File: src/rtl/axi4s_pkg.sv
// Shared types and helpers for the AXI4-Stream packet FIFO.
package axi4s_pkg;

    typedef enum logic {
        ST_FILL    = 1'b0,
        ST_DISCARD = 1'b1
    } pkt_state_e;

    localparam int PTR_MAX_W = 32;

    // Modular pointer distance; callers truncate the result to their pointer width.
    function automatic logic [PTR_MAX_W-1:0] ptr_diff(input logic [PTR_MAX_W-1:0] a,
                                                      input logic [PTR_MAX_W-1:0] b);
        return a - b;
    endfunction

endpackage

File: src/rtl/sdp_ram.sv
// Simple dual-port RAM: synchronous write, registered read with enable.
module sdp_ram #(
    parameter int W  = 34,
    parameter int AW = 4
) (
    input  logic          clk_i,
    input  logic          we_i,
    input  logic [AW-1:0] waddr_i,
    input  logic [W-1:0]  wdata_i,
    input  logic          re_i,
    input  logic [AW-1:0] raddr_i,
    output logic [W-1:0]  rdata_o
);

    logic [W-1:0] mem_q [2**AW];
    logic [W-1:0] rdata_q;

    // Write port.
    always_ff @(posedge clk_i) begin
        if (we_i) begin
            mem_q[waddr_i] <= wdata_i;
        end
    end

    // Read register; it doubles as the stream output register of the FIFO.
    always_ff @(posedge clk_i) begin
        if (re_i) begin
            rdata_q <= mem_q[raddr_i];
        end
    end

    assign rdata_o = rdata_q;

endmodule

File: src/rtl/axi4s_pkt_fifo.sv
// AXI4-Stream FIFO with optional store-and-forward packet mode that drops
// errored or oversize packets by rewinding the write pointer to the last commit.
module axi4s_pkt_fifo
    import axi4s_pkg::*;
#(
    parameter int DW       = 32,
    parameter int UW       = 1,
    parameter int AW       = 4,
    parameter int PKT_MODE = 0
) (
    input  logic          clk,
    input  logic          reset_n,
    input  logic [DW-1:0] s_tdata,
    input  logic [UW-1:0] s_tuser,
    input  logic          s_tlast,
    input  logic          s_terr,
    input  logic          s_tvalid,
    output logic          s_tready,
    output logic [DW-1:0] m_tdata,
    output logic [UW-1:0] m_tuser,
    output logic          m_tlast,
    output logic          m_tvalid,
    input  logic          m_tready,
    output logic [AW:0]   level,
    output logic          pkt_drop
);

    localparam int PW = AW + 1;
    localparam int W  = DW + UW + 1;
    localparam logic [AW:0] PTR_ONE = {{AW{1'b0}}, 1'b1};
    localparam logic [AW:0] DEPTH   = {1'b1, {AW{1'b0}}};

    logic [AW:0] wr_ptr_q, wr_ptr_d, wr_commit_q, wr_commit_d, rd_ptr_q, rd_ptr_d, level_q;
    pkt_state_e  state_q, state_d;
    logic        m_tvalid_q, m_tvalid_d, pkt_drop_q, pkt_drop_d;
    logic [AW:0] used_s;
    logic        full_s, empty_s, s_tready_s, accept_s, wr_s, rd_s;
    logic [W-1:0] ram_rdata_s;

    assign used_s   = PW'(ptr_diff(32'(wr_ptr_q), 32'(rd_ptr_q)));
    assign full_s   = (used_s == DEPTH);
    assign empty_s  = (rd_ptr_q == wr_commit_q);
    assign accept_s = s_tvalid & s_tready_s;
    assign wr_s     = accept_s & (state_q == ST_FILL);
    assign rd_s     = ~empty_s & (~m_tvalid_q | m_tready);

    // Sink ready: held low in reset, always open while discarding an oversize packet.
    always_comb begin
        s_tready_s = 1'b0;
        if (!reset_n) begin
            s_tready_s = 1'b0;
        end else if (state_q == ST_DISCARD) begin
            s_tready_s = 1'b1;
        end else begin
            s_tready_s = ~full_s;
        end
    end

    // Write side: pointer advance, commit/rewind and the FILL/DISCARD FSM.
    always_comb begin
        state_d     = state_q;
        wr_ptr_d    = wr_ptr_q;
        wr_commit_d = wr_commit_q;
        pkt_drop_d  = 1'b0;
        if (wr_s) begin
            wr_ptr_d = wr_ptr_q + PTR_ONE;
        end else begin
            wr_ptr_d = wr_ptr_q;
        end
        if (PKT_MODE == 0) begin
            wr_commit_d = wr_ptr_d;
        end else begin
            case (state_q)
                ST_FILL: begin
                    if (wr_s && s_tlast) begin
                        if (s_terr) begin
                            wr_ptr_d   = wr_commit_q;
                            pkt_drop_d = 1'b1;
                        end else begin
                            wr_commit_d = wr_ptr_q + PTR_ONE;
                        end
                    end else if (full_s && (wr_commit_q == rd_ptr_q)) begin
                        // RAM is entirely one unfinished packet: it can never fit.
                        state_d = ST_DISCARD;
                    end else begin
                        state_d = ST_FILL;
                    end
                end
                ST_DISCARD: begin
                    if (accept_s && s_tlast) begin
                        wr_ptr_d   = wr_commit_q;
                        pkt_drop_d = 1'b1;
                        state_d    = ST_FILL;
                    end else begin
                        state_d = ST_DISCARD;
                    end
                end
                default: begin
                    state_d = ST_FILL;
                end
            endcase
        end
    end

    // Read side: output register refill and valid tracking.
    always_comb begin
        rd_ptr_d   = rd_ptr_q;
        m_tvalid_d = m_tvalid_q;
        if (rd_s) begin
            rd_ptr_d   = rd_ptr_q + PTR_ONE;
            m_tvalid_d = 1'b1;
        end else if (m_tready) begin
            m_tvalid_d = 1'b0;
        end else begin
            m_tvalid_d = m_tvalid_q;
        end
    end

    // State, pointer and status registers.
    always_ff @(posedge clk or negedge reset_n) begin
        if (!reset_n) begin
            state_q     <= ST_FILL;
            wr_ptr_q    <= '0;
            wr_commit_q <= '0;
            rd_ptr_q    <= '0;
            m_tvalid_q  <= 1'b0;
            pkt_drop_q  <= 1'b0;
            level_q     <= '0;
        end else begin
            state_q     <= state_d;
            wr_ptr_q    <= wr_ptr_d;
            wr_commit_q <= wr_commit_d;
            rd_ptr_q    <= rd_ptr_d;
            m_tvalid_q  <= m_tvalid_d;
            pkt_drop_q  <= pkt_drop_d;
            level_q     <= PW'(ptr_diff(32'(wr_ptr_d), 32'(rd_ptr_d)));
        end
    end

    sdp_ram #(
        .W  (W),
        .AW (AW)
    ) u_ram (
        .clk_i   (clk),
        .we_i    (wr_s),
        .waddr_i (wr_ptr_q[AW-1:0]),
        .wdata_i ({s_tdata, s_tuser, s_tlast}),
        .re_i    (rd_s),
        .raddr_i (rd_ptr_q[AW-1:0]),
        .rdata_o (ram_rdata_s)
    );

    assign {m_tdata, m_tuser, m_tlast} = ram_rdata_s;
    assign s_tready = s_tready_s;
    assign m_tvalid = m_tvalid_q;
    assign level    = level_q;
    assign pkt_drop = pkt_drop_q;

endmodule
File: config.mk
export PLATFORM = sky130hd
export DESIGN_NAME = axi4s_pkt_fifo
export DESIGN_NICKNAME = d
export VERILOG_FILES = /design/src/rtl/axi4s_pkg.sv /design/src/rtl/sdp_ram.sv /design/src/rtl/axi4s_pkt_fifo.sv
export SDC_FILE = /design/constraint.sdc
export NUM_CORES = 1
export LEC_CHECK = 0
export ABC_CLOCK_PERIOD_IN_PS = 6500
export CAP_MARGIN = 25
export CORE_AREA = 10 10 224 226
export DETAILED_ROUTE_END_ITERATION = 10
export DIE_AREA = 0 0 234 236
export GPL_ROUTABILITY_DRIVEN = 0
export GPL_TIMING_DRIVEN = 0
export PLACE_DENSITY = 0.69
export SKIP_LAST_GASP = 1
export SLEW_MARGIN = 10
export SYNTH_ARGS = -nofsm -noshare
export SYNTH_HDL_FRONTEND = slang
export SYNTH_SLANG_ARGS = --single-unit
File: constraint.sdc
create_clock -name clk -period 6.5 [get_ports clk]
set_input_delay 1.625 -clock clk [delete_from_list [all_inputs] [get_ports clk]]
set_output_delay 1.625 -clock clk [all_outputs]
set_load 0.01 [all_outputs]
Word-level counts from Yosys, hierarchy flattened. Memories as Yosys holds them, arrays and structs flattened. A register that Yosys moved wholly into a read port is not among the register bits. Index checks and enable logic that the tools add are counted.

Add/subtract/negate cells: 4. $mul: 0. Div/mod/pow operators: 0. Order comparisons: 0. Equality and inequality tests: 2. Shifts and indexed selects: 0. Multiplexer cells: 7. Bitwise gates (word level): 6. Reductions and logical operators: 1.

Operators with widths (count): 5-bit by 1-bit adder with 5-bit output (second input constant) (2); 5-bit 2-to-1 mux (2); 5-bit subtractor (2); 5-bit equality test (1); 5-bit equality test (second input constant) (1); 1-bit 2-to-1 mux (5); 1-bit inverter (3); 1-bit bitwise AND (2); 2-bit nonzero test (1); 1-bit bitwise OR (1).

Flip-flop bits (word level): 16. Bits in latches: 0. Memory bits (writable): 544. Memory bits (read-only): 0. Input port bits: 39. Output and inout bits: 42. Logic and storage cells: 25. Memories: 1.

Memories: u_ram.mem_q (words 16, bits a word 34, read ports 1, clocked after memory_dff 1, wr ports 1, RTL line sdp_ram.sv:15) `logic [W-1:0] mem_q [2**AW];`.

Logic depth before layout (Yosys ltp). Gate-level depths: netlist (run 1).

Depth after elaboration: 7. Mapped depth: 18. Gate-level depth less buffers: 15.

Hierarchy. From an unflattened synthesis (run 1), not the netlist that was laid out.

Cells, all modules: 975. Area total of the unflattened synthesis: 22379.0 µm².

By module, submodules not included: sdp_ram (instances 1, cells an instance 888, area each 21416.8 µm², seq. area each 17356.6 µm²); axi4s_pkt_fifo (instances 1, cells an instance 87, area each 962.2 µm², seq. area each 400.4 µm²).

Least setup slack after synthesis (run 1). OpenSTA, ideal clock, no wires.

Path type: reg2reg. From: reg rd_ptr_q[1]. To: mem u_ram.mem_q[0][0] (enable). Setup time: 0.522 ns. Arrival time: 5.678 ns. Required time: 5.978 ns. Setup slack: 0.300 ns. Cell stages (with the launch flop): 10. Path buffers: 2. Period minus slack after synthesis: 6.200 ns. Path through: dfrtp_1 -> clkbuf_1 -> clkbuf_1 -> inv_1 -> ha_1 -> nor2b_4 -> o21bai_1 -> and3_1 -> o31ai_4 -> nor4b_1.

Word-level cells in the longest chain between the ends: 7.

RTL lines: start: declaration (RTL line axi4s_pkt_fifo.sv:33) `logic [AW:0] wr_ptr_q, wr_ptr_d, wr_commit_q, wr_commit_d, rd_ptr_q, rd_ptr_d, level_q;`; start signal: assignment (RTL line axi4s_pkt_fifo.sv:133) `rd_ptr_q <= rd_ptr_d;`; 5-bit subtractor (RTL line axi4s_pkg.sv:14) `return a - b;`; 5-bit equality test (RTL line axi4s_pkt_fifo.sv:41) `assign full_s = (used_s == DEPTH);`; 1-bit inverter (RTL line axi4s_pkt_fifo.sv:55) `s_tready_s = ~full_s;`; 1-bit 2-to-1 mux (RTL line axi4s_pkt_fifo.sv:50) `if (!reset_n) begin`; 1-bit bitwise AND (RTL line axi4s_pkt_fifo.sv:43) `assign accept_s = s_tvalid & s_tready_s;`; 1-bit 2-to-1 mux (RTL line sdp_ram.sv:20) `if (we_i) begin`; 1-bit 2-to-1 mux (not written as such) (RTL line sdp_ram.sv:21) `mem_q[waddr_i] <= wdata_i;`; end: declaration (RTL line sdp_ram.sv:15).

Every way passes these cells.

Worst setup path after layout (run 1).
From: reg rd_ptr_q[1]. To: out s_tready.

Word-level cells in the longest chain between the ends: 4.

RTL lines: 5-bit subtractor (RTL line axi4s_pkg.sv:14); 5-bit equality test (RTL line axi4s_pkt_fifo.sv:41); 1-bit inverter (RTL line axi4s_pkt_fifo.sv:55); 1-bit 2-to-1 mux (RTL line axi4s_pkt_fifo.sv:50); end: declaration (RTL line axi4s_pkt_fifo.sv:18) `output logic s_tready,`.

Every way passes these cells.

==> results of run 1 <==
[layout make-up]
type / count / area (sq um)
fill: 3272 / 19300
clock buffer: 67 / 1460
tap: 607 / 759
buffer: 42 / 190
multi-input combinational: 250 / 4560
antenna: 1 / 2.50
timing repair buffer: 137 / 1490
clock inverter: 33 / 283
inverter: 15 / 56.3
sequential: 594 / 17800
[final timing paths]
check / from / endpoint / slack [ps] / depth (start not counted)
worst max-delay path: rd_ptr_q[1] / s_tready / 280 / 10
max in group asynchronous: reset_n / level[4] / 4390 / 1
min in group asynchronous: reset_n / rd_ptr_q[1] / 1540 / 1
worst max register to register: rd_ptr_q[1] / level[4] / 1260 / 18
worst min register to register: wr_commit_q[4] / wr_commit_q[4] / 500 / 1
worst min-delay path: wr_commit_q[4] / wr_commit_q[4] / 500 / 1
[layout by cell type (no fill, tap or decap), drive strengths merged]
| master | netlist | final |
|---|---|---|
| o21bai | 1 | 1 |
| xor2 | 5 | 5 |
| and2 | 1 | 1 |
| ha | 13 | 13 |
| nor3 | 5 | 5 |
| nand2 | 9 | 9 |
| dfrtp | 16 | 16 |
| inv | 15 | 15 |
| nand2b | 1 | 1 |
| diode | 0 | 1 |
| fa | 1 | 1 |
| a21oi | 5 | 5 |
| nor4 | 1 | 1 |
| bufinv | 0 | 5 |
| clkinv | 0 | 27 |
| a21o | 3 | 3 |
| xnor2 | 10 | 10 |
| buf | 20 | 79 |
| o21ai | 3 | 3 |
| clkbuf | 22 | 89 |
| clkdlybuf4s50 | 0 | 78 |
| edfxtp | 578 | 578 |
| nor2b | 3 | 3 |
| nor4b | 1 | 1 |
| clkinvlp | 0 | 1 |
| conb | 1 | 1 |
| mux4 | 170 | 170 |
| o311a | 1 | 1 |
| or2 | 1 | 1 |
| and3 | 7 | 7 |
| nand4 | 3 | 3 |
| or4 | 1 | 1 |
| o31ai | 1 | 1 |
| nor3b | 3 | 3 |
[per-layer routing]
metal | part of all wire, % | GRT usage, %
met4 | 2.5 | 5.79
met3 | 5.5 | 3.06
met2 | 51 | 28.9
met1 | 41 | 24.3
met5 | 0.064 | 0
[worst max-delay path, delay by kind of cell, from the launching register on]
family | cells | cell delay (ps)
buffers and inverters | 5 | 1800
AO/OA/AOI/OAI | 2 | 750
AND/OR/NAND/NOR | 2 | 610
flip-flops | 1 | 470
adder cells (fa/ha/maj) | 1 | 350
[power by group through the flow]
stage / registers (uW) / clock network (uW) / logic (uW)
2_1_floorplan: 4890 / 0 / 2070
3_5_place_dp: 4840 / 0 / 3370
3_3_place_gp: 4860 / 0 / 3210
6_report: 4760 / 3140 / 3320
4_1_cts: 4760 / 3200 / 3400
5_1_grt: 4780 / 3340 / 3560
[cell families (layout without fill, tap and decap cells)]
| kind of cell | count (synthesis) | in the layout | synth area share [%] |
|---|---|---|---|
| simple gates | 36 | 36 | 0.963 |
| mux | 170 | 170 | 17.0 |
| buf+inv | 57 | 294 | 1.09 |
| compound gates | 14 | 14 | 0.467 |
| flops | 594 | 594 | 79.0 |
| fa+ha+maj | 14 | 14 | 0.812 |
| other cells | 1 | 2 | 0.0167 |
| xor+xnor | 15 | 15 | 0.668 |
[sequential cells by signal (all words and copies together), names as in the netlist]
name,flops
level,5
m_tvalid,1
rd_ptr_q,5
u_ram.mem_q,544
u_ram.rdata_o,34
wr_commit_q,5
[through the flow]
stage / instance area, sq um / util, % / cells
final: 26600 / 57.9 / 1746
after global routing: 26600 / 57.9 / 1746
after CTS: 26600 / 57.9 / 1745
after detailed placement: 24800 / 54.1 / 1645
after global placement: 24000 / 52.4 / 1586
after floorplan: 22500 / - / 901
==> impl_metrics.ini, run 1 <==
[yosys]
synthTopCellsByArea = edfxtp_1 77%, mux4_2 17%, dfrtp_1 1.8%
synth_most_common_cell = edfxtp_1
synth_seq_area_share_pct = 79.0
synth_flop_cell = edfxtp_1
yosysTopAreaCellShare_pct = 77.2
netlist-cell-type-count = 38
synth_warnings = 0
avgSynthCellArea_sq_um = 25.0
syn-num-nets = 954
async_flop_share_pct = 2.69
synth_top_cells_by_count = 578 x edfxtp_1, 170 x mux4_2, 22 x clkbuf_1
synth-edff-count = 578
synth_area_leader_cell = edfxtp_1
postSynthCellCount = 901
netlist_area_sq_um = 22500
ys_ff_latch = 594

[timing]
finalHoldViolCount = 0
slew_headroom_pct = 31.3
slew_violations = 0
setup_slack_ps = 279
clock.fmax_mhz = 161
rsz0062_at_grt = false
hold_slack_ps = 495
fin_skew_ps = 15.8
tightestPinTransition_ps = 1030
tns_ps = 0
period_needed_ps = 6220
setup_viol = 0
period_share_pct = 95.7

[critical_path]
crit_type = reg2out
cp_slowest_stage_delay_ps = 680
required_ps = 4880
crit_chain = clkbuf_2 > clkbuf_1 > inv_1 > ha_1 > nor2b_4 > or4_1 > a21o_1 > o31ai_4 > inv_1 > clkdlybuf4s50_1
start_kind = flip-flop
critPathArrivalTime_ps = 4600
end_kind = output pin
crit_top_cell = inv_1
crit_path_top_delay_cell = clkbuf_1
worstPathMaxFanout = 10

[grt]
antenna_found_initial = 3
grtUsageTotal_pct = 17.8
grt_first_pass_wirelength_microns = 71800
grt_overflow = 0
grt_max_degree = 23
first_global_vias = 10500

[cts]
htree_levels = 2
cts_root_buf = clkbuf_16
insertion_delay_ps = 590
clock_sinks = 594
cts_tree = yes
cts_buffers = 56
cts_resized = 1
hold_buffers = 0
post_cts.repair.setup_buffers = 0
clk_pin_slew_ps = 60
clockBufferDepth = 3

[status]
outcome = complete, no violations

[power]
p_sw_share_pct = 27.8
internal_power_uw = 8100
powerDensity_nw_per_um2 = 423
comb_power_share_pct = 29.6
clkPwrFrac_pct = 28.0
ir_drop_mv = 0.222
p_leak_uw = 0.00852
power.switching_uw = 3120
finalPower_uw = 11200
power_frac_seq_pct = 42.4

[die]
ios = 81
start_util_pct = 49.0
coreArea_sq_um = 45900
die_h_microns = 236
die_x_microns = 234
rows = 79
dieArea_sq_um = 55200

[drt]
post-route-drc-count = 0
drt_iter0_markers = 1055
via_count = 10100
drt-total-wl_microns = 48600
viasPerCell = 5.80
ant_nets = 0
drtPass1Iterations = 5
wl_per_cell_microns = 27.9

[place]
dp_hpwl_microns = 31300
placement.io_buffers = 78
post-place-ws_ps = 635

[run]
drv_cap = 0

[layout]
area_growth_pct = 18.1
layout-drive-gt1-share_pct = 30.3
fin_nets = 1149

[min_path]
min_path_type = reg2reg
(Power assumes the default switching activity.)
==> run 2, diff against run 1 <==
--- a/config.mk
+++ b/config.mk
@@ -5,11 +5,12 @@
 export SDC_FILE = /design/constraint.sdc
 export NUM_CORES = 1
 export LEC_CHECK = 0
+export ABC_AREA = 1
 export ABC_CLOCK_PERIOD_IN_PS = 6500
 export CAP_MARGIN = 25
-export CORE_AREA = 10 10 224 226
+export CORE_AREA = 10 10 227 229
 export DETAILED_ROUTE_END_ITERATION = 10
-export DIE_AREA = 0 0 234 236
+export DIE_AREA = 0 0 237 239
 export GPL_ROUTABILITY_DRIVEN = 0
 export GPL_TIMING_DRIVEN = 0
 export PLACE_DENSITY = 0.69
==> run 2 against run 1 <==
Against the previous run:
- critical path depth increased by 2
- power increased by 11%
- area after synthesis up 2.8%
- largest power group unchanged
==> impl_metrics.ini, run 2 <==
[status]
outcome = complete, no violations

[layout]
largest_reg_flops = 544
regMostFlops = u_ram.mem_q
mostFrequentLayoutCells = 578 x edfxtp_1, 278 x nor2_1, 239 x o21ai_0, 120 x o221ai_1, 78 x clkdlybuf4s50_1
num_antenna_cells = 0
fin_nets = 1847
postLayoutCoreUtil_pct = 57.2
layout.cells.most_common = edfxtp_1
area_growth_pct = 16.5
instances_no_fill = 2454
layout-drive-gt1-share_pct = 9.08

[timing]
finalHoldViolCount = 0
tightestPinTransition_ps = 988
fin_skew_ps = 9.64
hold_slack_ps = 586
period_share_pct = 83.2
clock.fmax_mhz = 185
slew_headroom_pct = 34.2
slew_violations = 0
setup_viol = 0
setup_slack_ps = 1090
period_needed_ps = 5410
rsz0062_at_grt = false

[yosys]
netlist_area_sq_um = 23100
synth_area_leader_cell = edfxtp_1
syn-num-nets = 1691
synth_most_common_cell = edfxtp_1
async_flop_share_pct = 2.69
netlist-cell-type-count = 31
ys_ff_latch = 594
synth_warnings = 0
synth_top_cells_by_count = 578 x edfxtp_1, 293 x nor2_1, 239 x o21ai_0
synth_flop_cell = edfxtp_1
synth_seq_area_share_pct = 76.8
yosysTopAreaCellShare_pct = 75.0
synth-edff-count = 578
synthTopCellsByArea = edfxtp_1 75%, o21ai_0 5.2%, nor2_1 4.8%
avgSynthCellArea_sq_um = 14.1
postSynthCellCount = 1638

[critical_path]
worstPathMaxFanout = 10
start_kind = flip-flop
end_kind = output pin
crit_type = reg2out
critPathArrivalTime_ps = 3780
required_ps = 4880
r2r_end = level[4]
reg2reg_depth = 22
reg2reg_setup_slack_ps = 2090
startpoint = rd_ptr_q[3]
rr_startpoint = rd_ptr_q[3]

[grt]
grt_overflow = 0
grt_first_pass_wirelength_microns = 98000
grt_max_degree = 24
first_global_vias = 15300
antenna_found_initial = 0
grtUsageTotal_pct = 23.1

[power]
ir_drop_mv = 0.264
powerDensity_nw_per_um2 = 463
p_leak_uw = 0.00877
finalPower_uw = 12500

[drt]
wl_met1_microns = 24900
drt_iter0_markers = 2192
routed-wl-met3_microns = 7260
drtPass1Iterations = 6
wl_per_cell_microns = 27.3
via_count = 15400
drt-total-wl_microns = 66900
viasPerCell = 6.27
met2_length_microns = 32400
post-route-drc-count = 0
highest_layer = met4
ant_nets = 0

[min_path]
min_path_type = reg2reg
min_path_cells = 2
min_to = m_tvalid
min_from = m_tvalid

[die]
dieArea_sq_um = 56600
coreArea_sq_um = 47100
start_util_pct = 49.1
rows = 80
die_h_microns = 239
die_x_microns = 237
ios = 81

[cts]
cts_root_buf = clkbuf_16
post_cts.repair.setup_buffers = 0
cts_resized = 0
htree_levels = 2
cts_tree = yes
clock_sinks = 594
insertion_delay_ps = 610
clockBufferDepth = 3
hold_buffers = 0
cts_buffers = 58
clk_pin_slew_ps = 60

[place]
dp_hpwl_microns = 42200
post-place-ws_ps = 1360
placement.io_buffers = 78
dp.cells = 2349

[run]
drv_cap = 0
[run 2: per-layer routing]
layer | vias up | track usage (%)
li1 | 6533 | -
met4 | 0 | 9.05
met1 | 7667 | 29.9
met5 | - | 0
met3 | 177 | 4.09
met2 | 999 | 38.2
[run 2: through the flow]
step	instance area, sq um	TNS [ps]
finish	27000	0
global route	27000	0
CTS	27000	0
detailed placement	25200	0
global placement	24700	-42810
floorplan	23100	0
[run 2: how the worst max path moves through the flow]
stage | slack (ps) | to
final | 1090 | s_tready
after global routing | 1000 | s_tready
after CTS | 1140 | s_tready
after detailed placement | 1360 | s_tready
after global placement | -240 | u_ram.mem_q[11][8]
after floorplan | 2670 | u_ram.mem_q[11][0]
[run 2: logic make-up (layout without fill, tap and decap cells)]
family                   count (synthesis)  in the layout  share of synthesized area, %
AO/OA/AOI/OAI                          432            432                          11.6
XOR/XNOR                                11             11                         0.417
adder cells (fa/ha/maj)                 14             14                         0.790
buffers and inverters                  149            350                          2.73
flip-flops                             594            594                          76.8
other                                    1              1                        0.0162
AND/OR/NAND/NOR                        437            437                          7.70
[run 2: layout make-up]
type | instances | area, sq um
plain buffers | 113 | 497
multi-input cells | 895 | 4850
inverters | 36 | 135
repair buffers | 96 | 1170
clock buffers | 73 | 1530
well taps | 615 | 769
fillers | 3617 | 20200
flip-flops and latches | 594 | 17800
clock inverters | 32 | 245
[run 2: worst max-delay path: stages, from the launching register on]
cell,delay (ps)
dfrtp_1,360
buf_2,230
inv_2,280
buf_1,660
ha_1,400
a21oi_1,210
nand2_1,80
nand2_1,60
nand2_1,60
nand2_2,120
nand2_1,60
inv_1,100
clkdlybuf4s50_1,540
[run 2: report_power, final]
| part | total (uW) | internal (uW) | switching [uW] |
|---|---|---|---|
| sequential | 4740 | 4630 | 111 |
| combinational | 4540 | 1320 | 3210 |
| clock | 3210 | 1810 | 1400 |
| total | 12500 | 7760 | 4730 |
==> run 3, diff against run 2 <==
--- a/config.mk
+++ b/config.mk
@@ -6,7 +6,7 @@
 export NUM_CORES = 1
 export LEC_CHECK = 0
 export ABC_AREA = 1
-export ABC_CLOCK_PERIOD_IN_PS = 6500
+export ABC_CLOCK_PERIOD_IN_PS = 4900
 export CAP_MARGIN = 25
 export CORE_AREA = 10 10 227 229
 export DETAILED_ROUTE_END_ITERATION = 10
==> constraint.sdc (replaced) <==
create_clock -name clk -period 4.9 [get_ports clk]
set_input_delay 1.225 -clock clk [delete_from_list [all_inputs] [get_ports clk]]
set_output_delay 1.225 -clock clk [all_outputs]
set_load 0.01 [all_outputs]
==> run 3 against run 2 <==
Against the previous run:
- die area did not move
- routed wire length shrank 0.49%
- non-clock buffer count shrank 3
- sequential share of layout area barely moved
- flip-flop and latch count unchanged
- power grew 32%
- critical path type unchanged
- hold slack got worse by 0.79 ps
- largest power group unchanged
- critical path depth decreased by 1
==> impl_metrics.ini, run 3 (synthesis results as in run 2) <==
[critical_path]
required_ps = 3670
critPathArrivalTime_ps = 3290
crit_type = reg2out
end_kind = output pin
worstPathMaxFanout = 18
start_kind = flip-flop
reg2reg_depth = 21

[timing]
period_share_pct = 92.1
slew_violations = 0
finalHoldViolCount = 0
rsz0062_at_grt = false
period_needed_ps = 4510
setup_viol = 0
slew_headroom_pct = 36.2
tightestPinTransition_ps = 957
hold_slack_ps = 585
clock.fmax_mhz = 222
fin_skew_ps = 15.3

[layout]
n_fill_cell = 3619
largest_reg_flops = 544
regMostFlops = u_ram.mem_q
layout.cells.most_common = edfxtp_1
fin_nets = 1844
num_antenna_cells = 0
mostFrequentLayoutCells = 578 x edfxtp_1, 278 x nor2_1, 239 x o21ai_0, 120 x o221ai_1, 78 x clkdlybuf4s50_1
area_growth_pct = 16.5
layout-drive-gt1-share_pct = 9.10

[drt]
drt_iter0_markers = 2235
ant_nets = 0
via_count = 15300
wl_per_cell_microns = 27.2
drtPass1Iterations = 5
viasPerCell = 6.24
drt-total-wl_microns = 66600
post-route-drc-count = 0

[power]
finalPower_uw = 16500
powerDensity_nw_per_um2 = 614
p_leak_uw = 0.00876
ir_drop_mv = 0.345

[grt]
grt_first_pass_wirelength_microns = 97900
grt_max_degree = 24
first_global_vias = 15300
antenna_found_initial = 0
grt_overflow = 0
grtUsageTotal_pct = 23.1

[die]
die_x_microns = 237
ios = 81
dieArea_sq_um = 56600
start_util_pct = 49.1
die_h_microns = 239
rows = 80
coreArea_sq_um = 47100

[cts]
htree_levels = 2
cts_resized = 0
cts_tree = yes
cts_root_buf = clkbuf_16
clk_pin_slew_ps = 60
clock_sinks = 594
post_cts.repair.setup_buffers = 0
insertion_delay_ps = 610
clockBufferDepth = 3
cts_buffers = 58

[min_path]
min_path_cells = 2
min_path_type = reg2reg

[status]
outcome = complete, no violations

[run]
drv_cap = 0

[place]
dp_hpwl_microns = 42200
placement.io_buffers = 78
-- run 3: routing by layer --
layer,global-route usage [%],vias up,part of all wire [%]
met5,0,-,0
met1,29.8,7592,37
met3,4.21,159,11
met2,38.3,1022,48
li1,-,6525,-
met4,8.82,0,3.2
-- run 3: power breakdown --
part,switching [uW],total (uW),internal [uW]
combinational,4250,6000,1750
clock,1850,4250,2400
sequential,147,6290,6140
-- run 3: timing repair --
action	CTS	global route
gates cloned	0	0
hold buffers	0	0
endpoints found under the hold margin	0	0
endpoints found under the setup margin	1	1
-- run 3: layout make-up --
class	count	area (sq um)	area share (%)
multi-input combinational	895	4850	18.0
buffer	110	485	1.80
clock inverter	32	245	0.910
tap	615	769	2.86
timing repair buffer	96	1170	4.35
clock buffer	73	1530	5.67
inverter	36	135	0.502
sequential	594	17800	65.9
-- run 3: path summary, 6_finish.rpt --
kind                                   to         from  slack, ps
min in group asynchronous        level[0]      reset_n       1130
max                              s_tready  rd_ptr_q[3]        390
max reg2reg                      level[4]  rd_ptr_q[3]        990
min                              m_tvalid     m_tvalid        590
min reg2reg                      m_tvalid     m_tvalid        590
max in group asynchronous  wr_commit_q[2]      reset_n       3200
-- run 3: critical path, stage by stage, from the launching register on --
cell,delay (ps)
dfrtp_1,360
buf_2,230
inv_2,480
ha_1,370
a21oi_1,210
nand2_1,80
nand2_1,60
nand2_1,60
nand2_2,130
nand2_1,60
inv_1,100
clkdlybuf4s50_1,540
-- run 3: stage by stage --
| step | setup TNS, ps | instances | instance area, sq um | util, % | worst slack [ps] |
|---|---|---|---|---|---|
| after floorplan | 0 | 1638 | 23100 | - | 1070 |
| after global placement | -650380 | 2331 | 24700 | 52.3 | -1440 |
| after detailed placement | 0 | 2349 | 25200 | 53.4 | 529 |
| after CTS | 0 | 2453 | 27000 | 57.2 | 128 |
| after global routing | 0 | 2451 | 26900 | 57.2 | 261 |
| final | 0 | 2451 | 26900 | 57.2 | 386 |
